## src/rtl/multicycle_ctrl_if.sv

```systemverilog
// Controller <-> datapath bundle: IR fields and ALU flag in, control strobes/selects out.
// The slave side is the controller, the master side is the datapath.
interface multicycle_ctrl_if #(
  parameter int CNT_W = 32
);
  logic [5:0]       opcode;
  logic [5:0]       funct;
  logic             Zero;
  logic             IRWrite;
  logic             PCWrite;
  logic             RegWrite;
  logic             MemWrite;
  logic             MemtoReg;
  logic             RegDst;
  logic             Link;
  logic             Jump;
  logic             JR;
  logic             Branch;
  logic [1:0]       ALUSrc;
  logic [2:0]       ALUControl;
  logic             illegal;
  logic [CNT_W-1:0] retired;

  modport slave (
    input  opcode, funct, Zero,
    output IRWrite, PCWrite, RegWrite, MemWrite, MemtoReg, RegDst, Link, Jump, JR,
           Branch, ALUSrc, ALUControl, illegal, retired
  );

  modport master (
    output opcode, funct, Zero,
    input  IRWrite, PCWrite, RegWrite, MemWrite, MemtoReg, RegDst, Link, Jump, JR,
           Branch, ALUSrc, ALUControl, illegal, retired
  );
endinterface

```

## src/rtl/multicycle_ctrl.sv

```systemverilog
// Multi-cycle MIPS control FSM: FETCH/DECODE/EXEC/MEM/WB with a latched instruction class,
// sticky undefined-instruction halt and a retired-instruction counter.
module multicycle_ctrl #(
  parameter int MEM_LAT = 1,
  parameter int CNT_W   = 32
) (
  input  logic               clk,
  input  logic               reset,
  multicycle_ctrl_if.slave   bus
);
  localparam int CW = (MEM_LAT > 1) ? $clog2(MEM_LAT + 1) : 1;

  typedef enum logic [2:0] {
    S_FETCH = 3'd0, S_DECODE = 3'd1, S_EXEC = 3'd2, S_MEM = 3'd3, S_WB = 3'd4, S_HALT = 3'd5
  } state_t;

  typedef enum logic [3:0] {
    C_NOP, C_ADDU, C_SUBU, C_JR, C_ORI, C_LUI, C_LW, C_SW, C_BEQ, C_J, C_JAL, C_ILL
  } cls_t;

  state_t           state_q, state_d;
  cls_t             cls_q, cls_d, dec_cls, sel_cls;
  logic [CW-1:0]    cnt_q, cnt_d;
  logic             illegal_q;
  logic [CNT_W-1:0] retired_q;
  logic             ir_we, pc_we, rf_we, dm_we, mem_last;
  logic             unused_zero;

  // Zero only steers the datapath PC mux; the controller pulses PCWrite for beq either way.
  assign unused_zero = bus.Zero;

  always_comb begin
    dec_cls = C_ILL;
    case (bus.opcode)
      6'b000000: begin
        case (bus.funct)
          6'b100001: dec_cls = C_ADDU;
          6'b100011: dec_cls = C_SUBU;
          6'b001000: dec_cls = C_JR;
          6'b000000: dec_cls = C_NOP;
          default:   dec_cls = C_ILL;
        endcase
      end
      6'b001101: dec_cls = C_ORI;
      6'b001111: dec_cls = C_LUI;
      6'b100011: dec_cls = C_LW;
      6'b101011: dec_cls = C_SW;
      6'b000100: dec_cls = C_BEQ;
      6'b000010: dec_cls = C_J;
      6'b000011: dec_cls = C_JAL;
      default:   dec_cls = C_ILL;
    endcase
  end

  assign mem_last = (cnt_q == CW'(MEM_LAT - 1));

  always_comb begin
    state_d = state_q;
    cls_d   = cls_q;
    cnt_d   = cnt_q;
    ir_we   = 1'b0;
    pc_we   = 1'b0;
    rf_we   = 1'b0;
    dm_we   = 1'b0;
    case (state_q)
      S_FETCH: begin
        ir_we   = 1'b1;
        state_d = S_DECODE;
      end
      S_DECODE: begin
        cls_d   = dec_cls;
        state_d = (dec_cls == C_ILL) ? S_HALT : S_EXEC;
      end
      S_EXEC: begin
        case (cls_q)
          C_ADDU, C_SUBU, C_ORI, C_LUI: state_d = S_WB;
          C_LW, C_SW: begin
            cnt_d   = '0;
            state_d = S_MEM;
          end
          C_JAL: begin
            pc_we   = 1'b1;
            rf_we   = 1'b1;
            state_d = S_FETCH;
          end
          default: begin
            pc_we   = 1'b1;
            state_d = S_FETCH;
          end
        endcase
      end
      S_MEM: begin
        cnt_d = cnt_q + 1'b1;
        if (mem_last) begin
          if (cls_q == C_SW) begin
            dm_we   = 1'b1;
            pc_we   = 1'b1;
            state_d = S_FETCH;
          end else begin
            state_d = S_WB;
          end
        end
      end
      S_WB: begin
        rf_we   = 1'b1;
        pc_we   = 1'b1;
        state_d = S_FETCH;
      end
      S_HALT:  state_d = S_HALT;
      default: state_d = S_FETCH;
    endcase
  end

  always_ff @(posedge clk or posedge reset) begin
    if (reset) begin
      state_q   <= S_FETCH;
      cls_q     <= C_NOP;
      cnt_q     <= '0;
      illegal_q <= 1'b0;
      retired_q <= '0;
    end else begin
      state_q   <= state_d;
      cls_q     <= cls_d;
      cnt_q     <= cnt_d;
      illegal_q <= illegal_q | (state_d == S_HALT);
      if (pc_we) retired_q <= retired_q + 1'b1;
    end
  end

  // DECODE steers selects straight from the decoder since the class register loads at its end.
  assign sel_cls = (state_q == S_DECODE) ? dec_cls : cls_q;

  always_comb begin
    bus.RegDst     = 1'b0;
    bus.ALUSrc     = 2'b00;
    bus.ALUControl = 3'b000;
    bus.MemtoReg   = 1'b0;
    bus.Link       = 1'b0;
    bus.Jump       = 1'b0;
    bus.JR         = 1'b0;
    bus.Branch     = 1'b0;
    if (!reset && state_q != S_FETCH && state_q != S_HALT) begin
      case (sel_cls)
        C_ADDU: bus.RegDst = 1'b1;
        C_SUBU: begin
          bus.RegDst     = 1'b1;
          bus.ALUControl = 3'b001;
        end
        C_ORI: begin
          bus.ALUSrc     = 2'b10;
          bus.ALUControl = 3'b010;
        end
        C_LUI: bus.ALUSrc = 2'b11;
        C_LW: begin
          bus.ALUSrc   = 2'b01;
          bus.MemtoReg = 1'b1;
        end
        C_SW:  bus.ALUSrc = 2'b01;
        C_BEQ: begin
          bus.ALUControl = 3'b001;
          bus.Branch     = 1'b1;
        end
        C_J:   bus.Jump = 1'b1;
        C_JAL: begin
          bus.Jump = 1'b1;
          bus.Link = 1'b1;
        end
        C_JR:  bus.JR = 1'b1;
        default: ;
      endcase
    end
  end

  // Strobes are masked while reset is high so an interrupted instruction never writes.
  assign bus.IRWrite  = ir_we & ~reset;
  assign bus.PCWrite  = pc_we & ~reset;
  assign bus.RegWrite = rf_we & ~reset;
  assign bus.MemWrite = dm_we & ~reset;
  assign bus.illegal  = illegal_q & ~reset;
  assign bus.retired  = reset ? '0 : retired_q;
endmodule

```

## src/flat_wrapper.sv

```systemverilog
// flat-port wrapper written by rule: the top's interface ports become plain ports
module multicycle_ctrl_flat 
#(
  parameter int MEM_LAT = 1,
  parameter int CNT_W   = 32
)
  (clk, reset, bus_opcode, bus_funct, bus_Zero, bus_IRWrite, bus_PCWrite, bus_RegWrite, bus_MemWrite, bus_MemtoReg, bus_RegDst, bus_Link, bus_Jump, bus_JR, bus_Branch, bus_ALUSrc, bus_ALUControl, bus_illegal, bus_retired);
  multicycle_ctrl_if #(.CNT_W(CNT_W)) bus_i ();
  input  logic clk;
  input  logic reset;
  input wire logic [$bits(bus_i.opcode)-1:0] bus_opcode;
  input wire logic [$bits(bus_i.funct)-1:0] bus_funct;
  input wire logic [$bits(bus_i.Zero)-1:0] bus_Zero;
  output wire logic [$bits(bus_i.IRWrite)-1:0] bus_IRWrite;
  output wire logic [$bits(bus_i.PCWrite)-1:0] bus_PCWrite;
  output wire logic [$bits(bus_i.RegWrite)-1:0] bus_RegWrite;
  output wire logic [$bits(bus_i.MemWrite)-1:0] bus_MemWrite;
  output wire logic [$bits(bus_i.MemtoReg)-1:0] bus_MemtoReg;
  output wire logic [$bits(bus_i.RegDst)-1:0] bus_RegDst;
  output wire logic [$bits(bus_i.Link)-1:0] bus_Link;
  output wire logic [$bits(bus_i.Jump)-1:0] bus_Jump;
  output wire logic [$bits(bus_i.JR)-1:0] bus_JR;
  output wire logic [$bits(bus_i.Branch)-1:0] bus_Branch;
  output wire logic [$bits(bus_i.ALUSrc)-1:0] bus_ALUSrc;
  output wire logic [$bits(bus_i.ALUControl)-1:0] bus_ALUControl;
  output wire logic [$bits(bus_i.illegal)-1:0] bus_illegal;
  output wire logic [$bits(bus_i.retired)-1:0] bus_retired;
  assign bus_i.opcode = bus_opcode;
  assign bus_i.funct = bus_funct;
  assign bus_i.Zero = bus_Zero;
  assign bus_IRWrite = bus_i.IRWrite;
  assign bus_PCWrite = bus_i.PCWrite;
  assign bus_RegWrite = bus_i.RegWrite;
  assign bus_MemWrite = bus_i.MemWrite;
  assign bus_MemtoReg = bus_i.MemtoReg;
  assign bus_RegDst = bus_i.RegDst;
  assign bus_Link = bus_i.Link;
  assign bus_Jump = bus_i.Jump;
  assign bus_JR = bus_i.JR;
  assign bus_Branch = bus_i.Branch;
  assign bus_ALUSrc = bus_i.ALUSrc;
  assign bus_ALUControl = bus_i.ALUControl;
  assign bus_illegal = bus_i.illegal;
  assign bus_retired = bus_i.retired;
  multicycle_ctrl #(.MEM_LAT(MEM_LAT), .CNT_W(CNT_W)) u_core (.clk(clk), .reset(reset), .bus(bus_i));
endmodule
```

## config.mk

```make
export PLATFORM = sky130hd
export DESIGN_NAME = multicycle_ctrl_flat
export DESIGN_NICKNAME = d
export VERILOG_FILES = /design/src/rtl/multicycle_ctrl_if.sv /design/src/rtl/multicycle_ctrl.sv /design/src/flat_wrapper.sv
export SDC_FILE = /design/constraint.sdc
export NUM_CORES = 1
export LEC_CHECK = 0
export ABC_CLOCK_PERIOD_IN_PS = 2200
export BUFFER_PORTS_ARGS = -buffer_cell sky130_fd_sc_hd__buf_4
export CORE_ASPECT_RATIO = 0.9
export CORE_MARGIN = 5
export CORE_UTILIZATION = 48
export DETAILED_ROUTE_END_ITERATION = 7
export HOLD_SLACK_MARGIN = 0.12
export PLACE_DENSITY = 0.76
export RECOVER_POWER = 100
export SKIP_LAST_GASP = 1
export SLEW_MARGIN = 20
export SYNTH_ARGS = -nofsm -noshare
export SYNTH_HDL_FRONTEND = slang
export SYNTH_SLANG_ARGS = --single-unit
```

## constraint.sdc

```tcl
create_clock -name clk -period 2.2 [get_ports clk]
set_input_delay 0.44 -clock clk [delete_from_list [all_inputs] [get_ports clk]]
set_output_delay 0.44 -clock clk [all_outputs]
set_load 0.03 [all_outputs]
```

Yosys cells after proc, flatten, opt, wreduce, memory -nomap -nowiden. Index checks and enable logic that the tools add are counted.

Output and inout port bits: 48. Input bits: 15. Register bits: 41.

Equal/unequal tests: 36. Reduce and logical (&&, ||, !) cells: 16. Bitwise gates (word level): 7. Muxes and demuxes: 35. Add/subtract/negate cells: 2.

Operators by type and width (number): $add A32 B1 Y32 const B (1); $eq A4 B3 Y1 const B (8); $mux W32 (1); $pmux W4 S8 (1); $eq A6 B6 Y1 const B (4); $eq A4 B4 Y1 const B (5); $mux W1 (19); $eq A6 B4 Y1 const B (3); $pmux W4 S4 (1); $pmux W3 S5 (1); $eq A4 B2 Y1 const B (3); $eq A6 B2 Y1 const B (2); $logic_not A6 Y1 (2); $mux W3 (4); $reduce_or A2 Y1 (5); $eq A3 B3 Y1 const B (3); $eq A4 B1 Y1 const B (2); $eq A3 B2 Y1 const B (2); $eq A6 B3 Y1 const B (1); $pmux W2 S3 (1); $pmux W3 S2 (1); $reduce_or A6 Y1 (1); $and A1 B1 Y1 (5); $mux W4 (1); other kinds (17) (19).

Depth between registers and ports, before layout.
Depth in word-level cells: 8. Mapped depth: 8. Depth with buffers taken out: 7.

Least setup slack after synthesis. No wires, ideal clock.

Path kind: input to output. Start point: input bus_opcode[0]. End point: output bus_RegDst. Arrival time: 2642 ps. Stages on the path: 6. Data required time: 1760 ps. Path slack: -882 ps. Cell sequence: or4_1 > nor3_1 > a21oi_1 > a31oi_2 > xnor2_1 > nor4_1.

Word-level cells in the longest chain between the ends: 7. Elaborated cells on any way between the ends: 15.

Ends and longest elaborated chain: from (decl) (line flat_wrapper.sv:11) `input wire logic [$bits(bus_i.opcode)-1:0] bus_opcode;`; $eq A6 B2 Y1 (tied with other cells) (line multicycle_ctrl.sv:34) `case (bus.opcode)`; $pmux W4 S8 * (line multicycle_ctrl.sv:34); $mux W4 * (line multicycle_ctrl.sv:131) `assign sel_cls = (state_q == S_DECODE) ? dec_cls : cls_q;`; $eq A4 B1 Y1 or $eq A4 B2 Y1 (tied branches) (line multicycle_ctrl.sv:143) `case (sel_cls)`; $reduce_or A2 Y1 (no line) *; $mux W1 * (line multicycle_ctrl.sv:143); $mux W1 * (line multicycle_ctrl.sv:142) `if (!reset && state_q != S_FETCH && state_q != S_HALT) begin`; to (decl) (line flat_wrapper.sv:19) `output wire logic [$bits(bus_i.RegDst)-1:0] bus_RegDst;`.

Mark *: on every way between the ends. The rest lies on a longest branch, timed or not.

Final worst setup path.
Start point: input bus_opcode[5]. End point: output bus_ALUSrc[0].

Word-level cells in the longest chain between the ends: 7. Elaborated cells on any way between the ends: 17.

Ends and longest elaborated chain: $eq A6 B2 Y1 (tied with other cells) (line multicycle_ctrl.sv:34); $pmux W4 S8 * (line multicycle_ctrl.sv:34); $mux W4 * (line multicycle_ctrl.sv:131); $eq A4 B3 Y1 (line multicycle_ctrl.sv:143); $reduce_or A2 Y1 (no line); $pmux W2 S3 * (line multicycle_ctrl.sv:143); $mux W2 * (line multicycle_ctrl.sv:142); to (decl) (line flat_wrapper.sv:24) `output wire logic [$bits(bus_i.ALUSrc)-1:0] bus_ALUSrc;`.

Marked as above.

==> impl_metrics.yaml <==
global_routing:
  gr-total-overflow: 0
  antenna_found_initial: 0
  grt_pass1_vias: 2401
  grt_pass1_wl_mm: 10.7
  grt_max_degree: 42
  track_usage_pct: 19.3
synth:
  synthArstFlopShare_pct: 100
  avgSynthCellArea_sq_um: 8.89
  synth.net_count: 304
  ys_warn_count: 0
  synth_edf_count: 0
  synthesis.area_sq_um: 2560
  yosysSeqAreaShare_pct: 40.1
  ys.flop_type: "dfrtp_1"
  ys_seq_elements: 41
  synth_cell_types: 52
  syn_inst: 288
drt:
  wl_mm: 6.30
  first_iter_violations: 78
  via_per_inst: 5.16
  drcViolationCount: 0
  ant_nets: 0
  avgRoutedWirePerCell_um: 13.6
  vias: 2384
  firstDrtPassIters: 4
clock_tree:
  clock_path_buffers: 2
  cts_buffers: 5
  cts_root_buffer: "clkbuf_8"
  h-tree-depth: 2
  cts.clk_slew.worst_paths_ns: 0.08
  cts_tree: "done"
  clock-sinks: 41
  insertion_delay_ns: 0.29
placed_design:
  globalplace.congestion: 0.800
  placed_area_sq_um: 3510
  dpl.hpwl_mm: 4.94
  io_buffers: 60
pwr:
  irDropWorstVdd_v: 0.000384
  powerDensity_nw_per_um2: 795
  p_leak_uw: 0.00174
cells_and_area:
  drive_above_1_share_pct: 40.3
  final_core_util_pct: 71.9
  mostFrequentLayoutCells: "97 x buf_4, 40 x dfrtp_1, 32 x nor2b_1, 27 x nor2_1, 20 x xnor2_1"
  stdcell_area_sq_um: 3750
  diodes: 0
  syn_to_final_growth_pct: 46.6
  fin_nets: 410
  final_common_cell: "buf_4"
timing:
  period_needed_ns: 2.66
  fin_ws_ns: -0.463
  clock.fmax_ghz: 0.376
  clock_skew_ns: 0.00263
  slew_headroom_pct: 33.6
  hold_viol: 0
  tightest_slew_ns: 0.995
  setup_viol: 10
  drv_slew: 0
  fin_crit_sh_pct: 121
  rsz0062_at_grt: "yes"
critical_path:
  endpoint_kind: "output pin"
  cp-start-kind: "primary input"
  max_stage_delay_ns: 0.56
  timing.critical_path.mode_cell: "buf_6"
  crit_fanout: 4
  cp_slowest_cell: "or4_4"
  cp_cell_sequence: "buf_6, or4_4, nor3_4, a21oi_4, a31oi_4, buf_6, nand2b_4, nor2b_4, buf_6"
  path_class: "primary input to output pin"
  required_ns: 1.76
  cp.arrival_ns: 2.22
status:
  status: "finished, violations left"
  violations: "setup timing"
hold_path:
  hp-class: "register to register"
die:
  start_util_pct: 49.0
  fp.dieH_um: 79.3
  die-area_sq_um: 6900
  core_region_area_sq_um: 5220
  die_w_um: 87.0
  rows: 25
  ios: 63
run:
  drv_cap: 0
==> layer usage <==
| metal | up-vias | global-route usage (%) | share of wire [%] |
|---|---|---|---|
| met5 | - | 0 | 0 |
| met1 | 1124 | 23.6 | 42 |
| li1 | 1191 | - | - |
| met3 | 4 | 4.36 | 6.0 |
| met2 | 65 | 34.1 | 51 |
| met4 | 0 | 4.52 | 0.49 |
==> through the flow <==
step	TNS (ns)	instances	worst slack, ns	hold WS [ns]	total power, uW
floorplan	-1.94	288	-0.346	0.432	1890
global placement	-4.21	451	-0.476	0.451	2390
detailed placement	-4.55	451	-0.520	0.452	2430
CTS	-4.42	461	-0.481	0.390	2970
global route	-4.74	462	-0.539	0.497	3170
finish	-3.85	462	-0.463	0.463	2980
==> worst max-delay path, delay by kind of cell <==
family	cells	cell delay, ns
buffers and inverters	3	0.38
AO/OA/AOI/OAI	2	0.34
AND/OR/NAND/NOR	4	1.07
==> path summary, 6_finish.rpt <==
path / end / from / slack (ns) / cells past startpoint
setup / recovery: bus_ALUSrc[0] / bus_opcode[5] / -0.46 / 9
setup reg to reg: u_core.retired_q[27]$_DFFE_PP0P_ / u_core.retired_q[7]$_DFFE_PP0P_ / 0.04 / 6
max in group asynchronous: u_core.state_q[1]$_DFF_PP0_ / reset / 0.94 / 3
hold reg to reg: u_core.retired_q[31]$_DFFE_PP0P_ / u_core.retired_q[31]$_DFFE_PP0P_ / 0.46 / 1
hold / removal: u_core.retired_q[31]$_DFFE_PP0P_ / u_core.retired_q[31]$_DFFE_PP0P_ / 0.46 / 1
min in group asynchronous: u_core.cls_q[3]$_DFF_PP0_ / reset / 0.59 / 3
==> what timing repair did <==
| action | in CTS | in global routing |
|---|---|---|
| setup endpoints to repair | 17 | 18 |
| setup buffers | 2 | 1 |
| gates resized for setup | 18 | 14 |
| pin swaps | 8 | 9 |
| hold buffers | 0 | 0 |
==> sequential cells by signal, summed over array words and instances (netlist names) <==
register / flops
u_core.cls_q: 4
u_core.state_q: 3
u_core.retired_q: 32
u_core.illegal_q: 1
u_core.cnt_q: 1
==> cells in the mapped netlist (all sizes together) (6+ instances only) <==
cell type / n / share of area [%]
xor2: 17 / 5.8
xnor2: 21 / 7.2
nor4: 6 / 2.3
nand3: 13 / 2.5
inv: 14 / 2.1
dfrtp: 41 / 40
or3: 7 / 1.7
buf: 7 / 1.5
nand2: 20 / 2.9
o21ai: 6 / 1.2
nor3: 7 / 1.8
nor2: 33 / 4.8
nand2b: 7 / 2.0
nor2b: 33 / 8.1
a21oi: 6 / 1.2
==> kinds of logic (layout without fill, tap and decap cells) <==
logic type | after synthesis | after routing | synth area share (%)
AND/OR/NAND/NOR | 149 | 149 | 32.7
flip-flops | 41 | 41 | 40.1
XOR/XNOR | 38 | 38 | 13.0
AO/OA/AOI/OAI | 32 | 32 | 8.94
buffers and inverters | 25 | 132 | 4.15
adder cells (fa/ha/maj) | 1 | 1 | 0.489
other | 1 | 1 | 0.146
multiplexers | 1 | 1 | 0.440
==> layout make-up <==
| type | instances | area (sq um) |
|---|---|---|
| multi-input cells | 222 | 1640 |
| fillers | 403 | 1470 |
| flip-flops and latches | 41 | 1030 |
| repair buffers | 110 | 861 |
| well taps | 67 | 83.8 |
| clock buffers | 5 | 68.8 |
| inverters | 14 | 53.8 |
| clock inverters | 3 | 17.5 |
==> where the power goes <==
part           switching [uW]  internal [uW]  total (uW)
registers                 135            861         996
clock network             256            219         474
logic                     814            698        1510
total                    1200           1780        2980
Power figures use the tool's default switching activity.
